**src/rtl/gray_pkg.sv**
```systemverilog
// Shared types and the binary-to-Gray helper for the Gray conversion arbiter.
package gray_pkg;

    localparam int DEFAULT_WIDTH = 4;
    localparam int GRAY_MAX_W    = 32;

    typedef enum logic {
        EMPTY = 1'b0,
        FULL  = 1'b1
    } state_t;

    // Operates on a zero-extended word. Callers keep the low WIDTH bits; the
    // top kept bit then comes out as bin[WIDTH-1] ^ 0, which is the MSB rule.
    function automatic logic [GRAY_MAX_W-1:0] bin2gray(input logic [GRAY_MAX_W-1:0] bin);
        return bin ^ (bin >> 1);
    endfunction

endpackage

```
**src/rtl/rr_arbiter.sv**
```systemverilog
// Combinational round-robin arbiter: the search starts at ptr and wraps from NREQ-1 to 0.
module rr_arbiter
#(
    parameter  int NREQ = 4,
    localparam int IDW  = $clog2(NREQ)
)
(
    input  logic [NREQ-1:0] req,
    input  logic            enable,
    input  logic [IDW-1:0]  ptr,
    output logic [NREQ-1:0] grant,
    output logic [IDW-1:0]  grant_idx,
    output logic            any_grant
);

    int idx;

    always_comb begin
        grant     = '0;
        grant_idx = '0;
        any_grant = 1'b0;
        idx       = 0;
        for (int i = 0; i < NREQ; i++) begin
            idx = int'(ptr) + i;
            if (idx >= NREQ) begin
                idx = idx - NREQ;
            end
            if (enable && !any_grant && req[idx]) begin
                grant[idx] = 1'b1;
                grant_idx  = IDW'(idx);
                any_grant  = 1'b1;
            end
        end
    end

endmodule

```
**src/rtl/gray_conv_arbiter.sv**
```systemverilog
// Round-robin shares one registered binary-to-Gray stage among NREQ producers;
// each result carries the index of the requester it came from.
module gray_conv_arbiter
    import gray_pkg::*;
#(
    parameter  int NREQ  = 4,
    parameter  int WIDTH = DEFAULT_WIDTH,
    localparam int IDW   = $clog2(NREQ)
)
(
    input  logic                  clk,
    input  logic                  rst,
    input  logic [NREQ-1:0]       req_valid,
    input  logic [NREQ*WIDTH-1:0] req_data,
    output logic [NREQ-1:0]       req_ready,
    output logic                  out_valid,
    output logic [WIDTH-1:0]      out_gray,
    output logic [IDW-1:0]        out_id,
    input  logic                  out_ready
);

    // Handshakes: a word moves on any edge where valid and ready are both high.
    // req_ready is a combinational function of req_valid (never the reverse),
    // and a producer holding valid without ready keeps its word; nothing is
    // latched from it until the handshake edge.

    state_t                 state_q;
    state_t                 state_d;
    logic [IDW-1:0]         ptr_q;
    logic                   can_accept;
    logic                   arb_enable;
    logic [NREQ-1:0]        grant;
    logic [IDW-1:0]         grant_idx;
    logic                   any_grant;
    logic [WIDTH-1:0]       sel_bin;
    logic [GRAY_MAX_W-1:0]  sel_gray;

    assign can_accept = (state_q == EMPTY) || out_ready;
    assign arb_enable = can_accept && !rst;

    rr_arbiter #(
        .NREQ (NREQ)
    ) u_rr_arbiter (
        .req       (req_valid),
        .enable    (arb_enable),
        .ptr       (ptr_q),
        .grant     (grant),
        .grant_idx (grant_idx),
        .any_grant (any_grant)
    );

    assign req_ready = grant;
    assign sel_bin   = req_data[int'(grant_idx)*WIDTH +: WIDTH];
    assign sel_gray  = bin2gray(GRAY_MAX_W'(sel_bin));
    assign out_valid = (state_q == FULL);

    always_comb begin
        state_d = state_q;
        case (state_q)
            EMPTY: begin
                if (any_grant) begin
                    state_d = FULL;
                end
            end
            FULL: begin
                if (out_ready && !any_grant) begin
                    state_d = EMPTY;
                end
            end
            default: state_d = EMPTY;
        endcase
    end

    // The buffer only loads on a grant, so a stalled FULL entry holds naturally.
    always_ff @(posedge clk) begin
        if (rst) begin
            state_q  <= EMPTY;
            ptr_q    <= '0;
            out_gray <= '0;
            out_id   <= '0;
        end else begin
            state_q <= state_d;
            if (any_grant) begin
                out_gray <= sel_gray[WIDTH-1:0];
                out_id   <= grant_idx;
                if (grant_idx == IDW'(NREQ-1)) begin
                    ptr_q <= '0;
                end else begin
                    ptr_q <= grant_idx + 1'b1;
                end
            end
        end
    end

endmodule

```
**config.mk**
```make
export PLATFORM = sky130hd
export DESIGN_NAME = gray_conv_arbiter
export DESIGN_NICKNAME = d
export VERILOG_FILES = /design/src/rtl/gray_pkg.sv /design/src/rtl/rr_arbiter.sv /design/src/rtl/gray_conv_arbiter.sv
export SDC_FILE = /design/constraint.sdc
export NUM_CORES = 1
export LEC_CHECK = 0
export ABC_AREA = 1
export CAP_MARGIN = 15
export CORE_UTILIZATION = 40
export DETAILED_ROUTE_END_ITERATION = 16
export GPL_TIMING_DRIVEN = 0
export HOLD_SLACK_MARGIN = 0.05
export PLACE_DENSITY = 0.64
export SKIP_LAST_GASP = 1
export SLEW_MARGIN = 20
export SYNTH_ARGS = -nofsm -noshare
export SYNTH_HDL_FRONTEND = slang
export SYNTH_SLANG_ARGS = --single-unit
```
**constraint.sdc**
```tcl
create_clock -name clk -period 2.9 [get_ports clk]
set_clock_uncertainty 0.15 [all_clocks]
set_input_delay 0.58 -clock clk [delete_from_list [all_inputs] [get_ports clk]]
set_output_delay 0.58 -clock clk [all_outputs]
set_load 0.005 [all_outputs]
```
==> results of run 1 <==
## metal layers
layer / track usage / vias to the layer above / wire [um]
met2: 0.3245 / 28 / 1571
met1: 0.3086 / 704 / 1857
met3: 0.02311 / 4 / 117
met4: 0.05519 / 0 / 23
met5: 0 / - / 0
li1: - / 832 / -
## sequential cells by signal, summed over array words and instances (netlist names)
| register | count |
|---|---|
| out_gray | 4 |
| ptr_q | 2 |
| out_valid | 1 |
| out_id | 2 |
## final cells by class
cell class / count / area, sq um / area share
repair buffers: 47 / 416.7 / 0.2135
multi-input cells: 161 / 1025 / 0.5250
clock buffers: 4 / 26.28 / 0.01346
flip-flops and latches: 9 / 187.7 / 0.09615
inverters: 45 / 186.4 / 0.09551
plain buffers: 6 / 52.55 / 0.02692
well taps: 46 / 57.56 / 0.02949
## final timing paths
check	from	end	slack, ps	cells after the start
worst min-delay path	out_id[1]$_SDFFE_PP0P_	out_id[1]$_SDFFE_PP0P_	390	4
worst min register to register	out_id[1]$_SDFFE_PP0P_	out_id[1]$_SDFFE_PP0P_	390	4
worst max-delay path	ptr_q[0]$_SDFFE_PP0P_	req_ready[0]	120	12
worst max register to register	ptr_q[0]$_SDFFE_PP0P_	out_gray[2]$_SDFFE_PP0P_	300	20
## synth_stat cells (4+ instances only)
cell,count,area [sq um]
o21ai_0,9,45.04
nand3_1,57,285.3
nand2_2,4,25.02
dfxtp_1,9,180.2
inv_2,5,18.77
nor2_1,5,18.77
inv_1,39,146.4
nand2_4,5,56.30
ha_1,8,100.1
nand2_1,44,165.2
## cell families after synthesis
logic type,Yosys count,synth area share
AO/OA/AOI/OAI,23,0.1147
XOR/XNOR,1,0.006274
adder cells (fa/ha/maj),8,0.07169
buffers and inverters,51,0.1613
flip-flops,9,0.1290
AND/OR/NAND/NOR,129,0.5170
## where the power goes
group	internal [mW]	switching [mW]	total, mW
logic	0.650	0.897	1.55
clock network	0.0529	0.0420	0.0949
registers	0.180	0.0309	0.211
## worst max-delay path, stage by stage (launching register included)
cell and delay [ps]:
dfxtp_4 340, buf_8 130, inv_12 90, ha_4 240, inv_4 80, nand3_4 100
nand2_4 90, inv_2 40, o21bai_4 160, nand3_4 100, buf_6 140, o221ai_1 140
clkbuf_2 140
## layout by cell type, fill, tap and decap left out, drive strengths merged
| cell type | netlist | final |
|---|---|---|
| nor2 | 7 | 7 |
| clkdlybuf4s50 | 0 | 24 |
| nor3 | 1 | 1 |
| clkbuf | 0 | 7 |
| buf | 6 | 21 |
| nand4 | 4 | 4 |
| ha | 8 | 8 |
| dlygate4sd2 | 0 | 5 |
| and3 | 1 | 1 |
| a21oi | 4 | 4 |
| o22ai | 1 | 1 |
| a22oi | 3 | 3 |
| o21bai | 1 | 1 |
| nand2 | 53 | 53 |
| dfxtp | 9 | 9 |
| inv | 45 | 45 |
| o21ai | 11 | 11 |
| xnor2 | 1 | 1 |
| o221ai | 3 | 3 |
| nand3 | 63 | 63 |
## metrics by stage
step | cells | setup WS (ps) | TNS, ps | area, sq um
6_report | 318 | 117.7 | 0 | 1952
5_1_grt | 318 | 1.240 | 0 | 1952
4_1_cts | 317 | -13.91 | -13.91 | 1954
3_5_place_dp | 300 | -471.5 | -1843 | 1784
3_3_place_gp | 300 | -502.2 | -2001 | 1784
2_1_floorplan | 221 | 323.2 | 0 | 1396
## repair_timing
action,4_1_cts,5_1_grt
gates cloned,0,0
buffers inserted,13,1
setup endpoints to repair,7,4
pin swaps,8,0
gates resized for setup,29,8
==> qor_table.md, run 1 <==
| Stage | Quantity | Value |
|:---|:---|:---|
| worst setup path | Capturing element type of the critical path | primary output |
| floorplan | Die outline height | 61.09 um |
| floorplan | Total die area | 0.003731 sq mm |
| yosys | Fraction of the yosys area taken by sequential cells | 0.1290 |
| power and ir drop | Static Leak | 1.003 nW |
| cts | Total number of clock tree sinks | 9 |
| sta | RSZ-0062 raised after global routing | false |
| cts | Clock slew seen by the registers of the worst setup and hold paths | 60 ps |
| cts | Longest Clk Path Bufs | 2 |
| power and ir drop | Total design power | 1.853 mW |
| yosys | Number of enable-type register cells in the synthesized netlist | 0 |
| sta | Count of final setup violators | 0 |
| layout | Fraction of final layout cells sized beyond drive strength 1 | 0.2243 |
| yosys | Number of register bits inferred by synthesis | 9 |
| layout | Final core utilization | 0.5849 |
| grt | Maximum number of pins on one net before global-route repair | 13 |
| worst setup path | Max Fanout on Critical Path | 12 |
| layout | Layout net count | 304 |
| sta | Number of endpoints with negative hold slack in the final report | 0 |
| sta | Max Freq | 359.4 MHz |
| worst setup path | Required time at the endpoint of the critical path | 2170 ps |
| yosys | Cell count after synthesis | 221 |
| layout | Antenna diode count | 0 |
| grt | Total congestion overflow | 0 |
| sta | Worst slew pin tran | 317.9 ps |
| cts | CTS tree | yes |
| route | Drc violations | 0 |
| yosys | Share of async-settable or async-resettable flops after synthesis | 0 |
| yosys | Synth cell types | 28 |
| worst setup path | Crit Path Class | reg2out |
| yosys | Mean cell area of the mapped netlist | 6.318 sq um |
| grt | Aggregate global-route resource usage | 0.2097 |
| yosys | Most used flip-flop cell after synthesis | dfxtp_1 |
| cts | Number of buffers inserted for hold repair after clock tree synthesis | 0 |
| floorplan | Floorplan core area | 0.003337 sq mm |
| sta | Minimum hold slack | 392.4 ps |
| place | Count of input and output buffers | 33 |
| power and ir drop | Areal power density over the cells | 949.2 mW/mm^2 |
| route | Total number of vias | 1,568 |
| floorplan | Boundary Pins | 34 |
| cts | Clock latency of the later-clocked register in the worst-skew pair | 260 ps |
| route | Remaining antenna violation count after routing | 0 |
| cts | TritonCTS Buffers | 3 |
| floorplan | Starting density of the core | 0.4184 |
| route | Number of detailed-route iterations in the first pass | 4 |
| hold path | Worst min-delay path category | reg2reg |
| cts | Clk Tree Root Cell | clkbuf_4 |
| sta | Final Cycle Share | 0.9594 |
| cts | H-tree level count | 1 |
| power and ir drop | Peak supply drop | 453.0 uV |
| run | Max-cap violations | 0 |
| worst setup path | Data arrival time of the worst path | 2050 ps |
| status | Run status | completed |
| route | Ratio of routed vias to standard cells | 4.931 |
| sta | Clock period minus final worst setup slack | 2782 ps |
| route | Average wire per cell in the routed design | 11.22 um |
| sta | Final max-slew violation count | 0 |
| yosys | Mapped Area | 0.001396 sq mm |
| place | Placed wire-length estimate after detailed placement | 2.562 mm |
| layout | Filler Cells Inserted | 349 |
| floorplan | Number of rows in the core area | 21 |
| route | Number of DRC markers in iteration 0 | 95 |
| yosys | Yosys Warn Count | 0 |
| layout | Area grow syn2layout | 39.78% |
| grt | Initial antenna violation count | 0 |
| floorplan | Chip width | 61.09 um |
| grt | Via count of the first global-routing pass | 1,386 |
| place | Global placement routability congestion | 0.8216 |
| route | Total wire length | 3.569 mm |
| sta | Relative slew slack | 0.7865 |
| grt | Wire length of the first global-routing pass | 6.023 mm |
| worst setup path | Critical path launch point type | flip-flop |
| yosys | Syn Nets | 252 |
(Power assumes the default switching activity.)
==> run 2, diff against run 1 <==
--- a/config.mk
+++ b/config.mk
@@ -12,6 +12,7 @@
 export GPL_TIMING_DRIVEN = 0
 export HOLD_SLACK_MARGIN = 0.05
 export PLACE_DENSITY = 0.64
+export SETUP_SLACK_MARGIN = 0.02
 export SKIP_LAST_GASP = 1
 export SLEW_MARGIN = 20
 export SYNTH_ARGS = -nofsm -noshare
==> run 2 against run 1 <==
  * Hold slack improved by 1.4 ps
  * Sequential power about the same
  * Sequential cell count did not move
==> qor_table.md, run 2 (same netlist as run 1, synthesis figures left out) <==
| Stage | Quantity | Value |
|:---|:---|:---|
| route | Drc violations | 0 |
| sta | Total negative setup slack | 0 ps |
| hold path | Worst min-delay path category | reg2reg |
| cts | Total number of clock tree sinks | 9 |
| floorplan | Starting density of the core | 0.4184 |
| power and ir drop | Static Leak | 1.003 nW |
| worst setup path | Max Fanout on Critical Path | 12 |
| layout | Top library cells by usage in the layout, fill and taps aside | 57 x nand3_1, 43 x nand2_1, 38 x inv_1 |
| layout | Filler Cells Inserted | 349 |
| place | Placed wire-length estimate after detailed placement | 2.562 mm |
| layout | Area grow syn2layout | 39.78% |
| run | Max-cap violations | 0 |
| sta | Clock period minus final worst setup slack | 2783 ps |
| layout | Post-layout instance count excluding filler cells | 318 |
| sta | Max Freq | 359.3 MHz |
| floorplan | Total die area | 0.003731 sq mm |
| power and ir drop | Areal power density over the cells | 949.8 mW/mm^2 |
| cts | Clock slew seen by the registers of the worst setup and hold paths | 60 ps |
| grt | Aggregate global-route resource usage | 0.2097 |
| hold path | Cell count of the worst hold path | 4 |
| place | DP Cell Count | 300 |
| sta | Count of final setup violators | 0 |
| sta | Number of endpoints with negative hold slack in the final report | 0 |
| layout | Antenna diode count | 0 |
| route | Ratio of routed vias to standard cells | 4.887 |
| place | Count of input and output buffers | 33 |
| floorplan | Die outline height | 61.09 um |
| cts | TritonCTS Buffers | 3 |
| hold path | Launch instance of the worst min-delay path | out_id[1]$_SDFFE_PP0P_ |
| layout | Fraction of final layout cells sized beyond drive strength 1 | 0.2243 |
| cts | Longest Clk Path Bufs | 2 |
| layout | Regs by FF count | out_gray x4, out_id x2, ptr_q x2 |
| worst setup path | Data arrival time of the worst path | 2050 ps |
| route | Number of DRC markers in iteration 0 | 108 |
| sta | Final Cycle Share | 0.9597 |
| worst setup path | Required time at the endpoint of the critical path | 2170 ps |
| cts | Clock latency of the later-clocked register in the worst-skew pair | 260 ps |
| worst setup path | Most frequent cell on the critical path | nand3_4 |
| grt | Wire length of the first global-routing pass | 6.016 mm |
| route | Number of detailed-route iterations in the first pass | 6 |
| route | Total wire length | 3.574 mm |
| sta | Worst slew pin tran | 316.2 ps |
| worst setup path | Crit Path Class | reg2out |
| floorplan | Chip width | 61.09 um |
| status | Run status | completed |
| sta | Final max-slew violation count | 0 |
| route | Total number of vias | 1,554 |
| place | Global placement routability congestion | 0.8216 |
| floorplan | Floorplan core area | 0.003337 sq mm |
| layout | Leading cell type in the layout, fill and taps excluded | nand3_1 |
| cts | CTS tree | yes |
| floorplan | Number of rows in the core area | 21 |
| grt | Via count of the first global-routing pass | 1,382 |
| layout | Register name with the most flops | out_gray |
| sta | RSZ-0062 raised after global routing | true |
| worst setup path | Critical path launch point type | flip-flop |
| cts | H-tree level count | 1 |
| grt | Total congestion overflow | 0 |
| sta | Minimum hold slack | 393.9 ps |
| worst setup path | FF-to-FF End | out_gray[2]$_SDFFE_PP0P_ |
| layout | Layout net count | 304 |
| floorplan | Boundary Pins | 34 |
| hold path | Destination of the worst hold path | out_id[1]$_SDFFE_PP0P_ |
| worst setup path | Worst setup slack for register-to-register paths | 310 ps |
| layout | Storage element area | 187.7 sq um |
| cts | Clk Tree Root Cell | clkbuf_4 |
| grt | Initial antenna violation count | 0 |
| worst setup path | Slowest library cell on the worst path | dfxtp_4 |
| layout | Combined area of the multi-input logic cells | 0.001025 sq mm |
| worst setup path | Startpoint of the most critical register-to-register path | ptr_q[0]$_SDFFE_PP0P_ |
| power and ir drop | Total design power | 1.854 mW |
| power and ir drop | Peak supply drop | 451.2 uV |
| layout | Final core utilization | 0.5849 |
| worst setup path | Depth of the most critical reg-to-reg path | 20 |
| sta | Relative slew slack | 0.7876 |
| grt | Maximum number of pins on one net before global-route repair | 13 |
| cts | Number of buffers inserted for hold repair after clock tree synthesis | 0 |
| worst setup path | Cell-by-cell trace of the critical path | buf_8 -> inv_12 -> ha_4 -> inv_4 -> nand3_4 -> nand2_4 -> inv_2 -> o21bai_4 -> nand3_4 -> buf_6 -> o221ai_1 -> clkbuf_2 |
| route | Remaining antenna violation count after routing | 0 |
| worst setup path | Worst path max stage delay | 340 ps |
| worst setup path | Capturing element type of the critical path | primary output |
| layout | Flip-flop count of the largest register after layout | 4 |
| route | Average wire per cell in the routed design | 11.24 um |
## run 2: per-stage QoR
step | worst slack (ps) | cell area (sq um)
finish | 116.9 | 1952
global placement | -502.2 | 1784
detailed placement | -471.5 | 1784
floorplan | 323.2 | 1396
CTS | 4.943 | 1957
global route | 1.240 | 1952
## run 2: final cells by class
class,count,share of cell area
multi-input cells,161,0.5250
clock buffers,4,0.01346
inverters,45,0.09551
plain buffers,6,0.02692
well taps,46,0.02949
repair buffers,47,0.2135
flip-flops and latches,9,0.09615
## run 2: timing repair
item                                    CTS  global route
endpoints found under the setup margin    7             4
endpoints found under the hold margin     0             0
buffers inserted                         13             1
pin swaps                                 8             0
gates resized for setup                  30             7
cloned                                    0             0
## run 2: worst max path at each step
| stage | from | end | slack (ps) | cells after the start |
|---|---|---|---|---|
| finish | ptr_q[0]$_SDFFE_PP0P_ | req_ready[0] | 120 | 12 |
| global route | ptr_q[0]$_SDFFE_PP0P_ | req_ready[1] | 1 | 12 |
| CTS | ptr_q[0]$_SDFFE_PP0P_ | req_ready[1] | 5 | 12 |
| detailed placement | ptr_q[1]$_SDFFE_PP0P_ | req_ready[1] | -470 | 10 |
| global placement | ptr_q[1]$_SDFFE_PP0P_ | req_ready[1] | -500 | 10 |
| floorplan | ptr_q[1]$_SDFFE_PP0P_ | req_ready[3] | 320 | 9 |
## run 2: power by group
part	internal [mW]	switching [mW]
combinational	0.650	0.896
clock	0.0530	0.0435
sequential	0.180	0.0308
total	0.883	0.971
## run 2: worst max-delay path, delay by kind of cell (launching register included)
kind,cells,cell delay (ps)
fa+ha+maj,1,240
simple gates,3,290
buf+inv,6,620
compound gates,2,300
flops,1,340
## run 2: routing by layer
layer / global-route usage / routed length, um
met5: 0 / 0
met3: 0.02521 / 138
met4: 0.05519 / 16
met2: 0.3245 / 1568
met1: 0.3073 / 1851
==> run 3, diff against run 2 <==
--- a/config.mk
+++ b/config.mk
@@ -10,7 +10,8 @@
 export CORE_UTILIZATION = 40
 export DETAILED_ROUTE_END_ITERATION = 16
 export GPL_TIMING_DRIVEN = 0
-export HOLD_SLACK_MARGIN = 0.05
+export HOLD_SLACK_MARGIN = 0.08
+export MAX_ROUTING_LAYER = met4
 export PLACE_DENSITY = 0.64
 export SETUP_SLACK_MARGIN = 0.02
 export SKIP_LAST_GASP = 1
==> results of run 3 <==
The final DEF is identical to that of run 2; final timing and power are the same.
Main changes from that run: final weighted congestion in routability-driven placement 0.8216 -> 0.8340; overall routing resource usage 0.2097 -> 0.2164
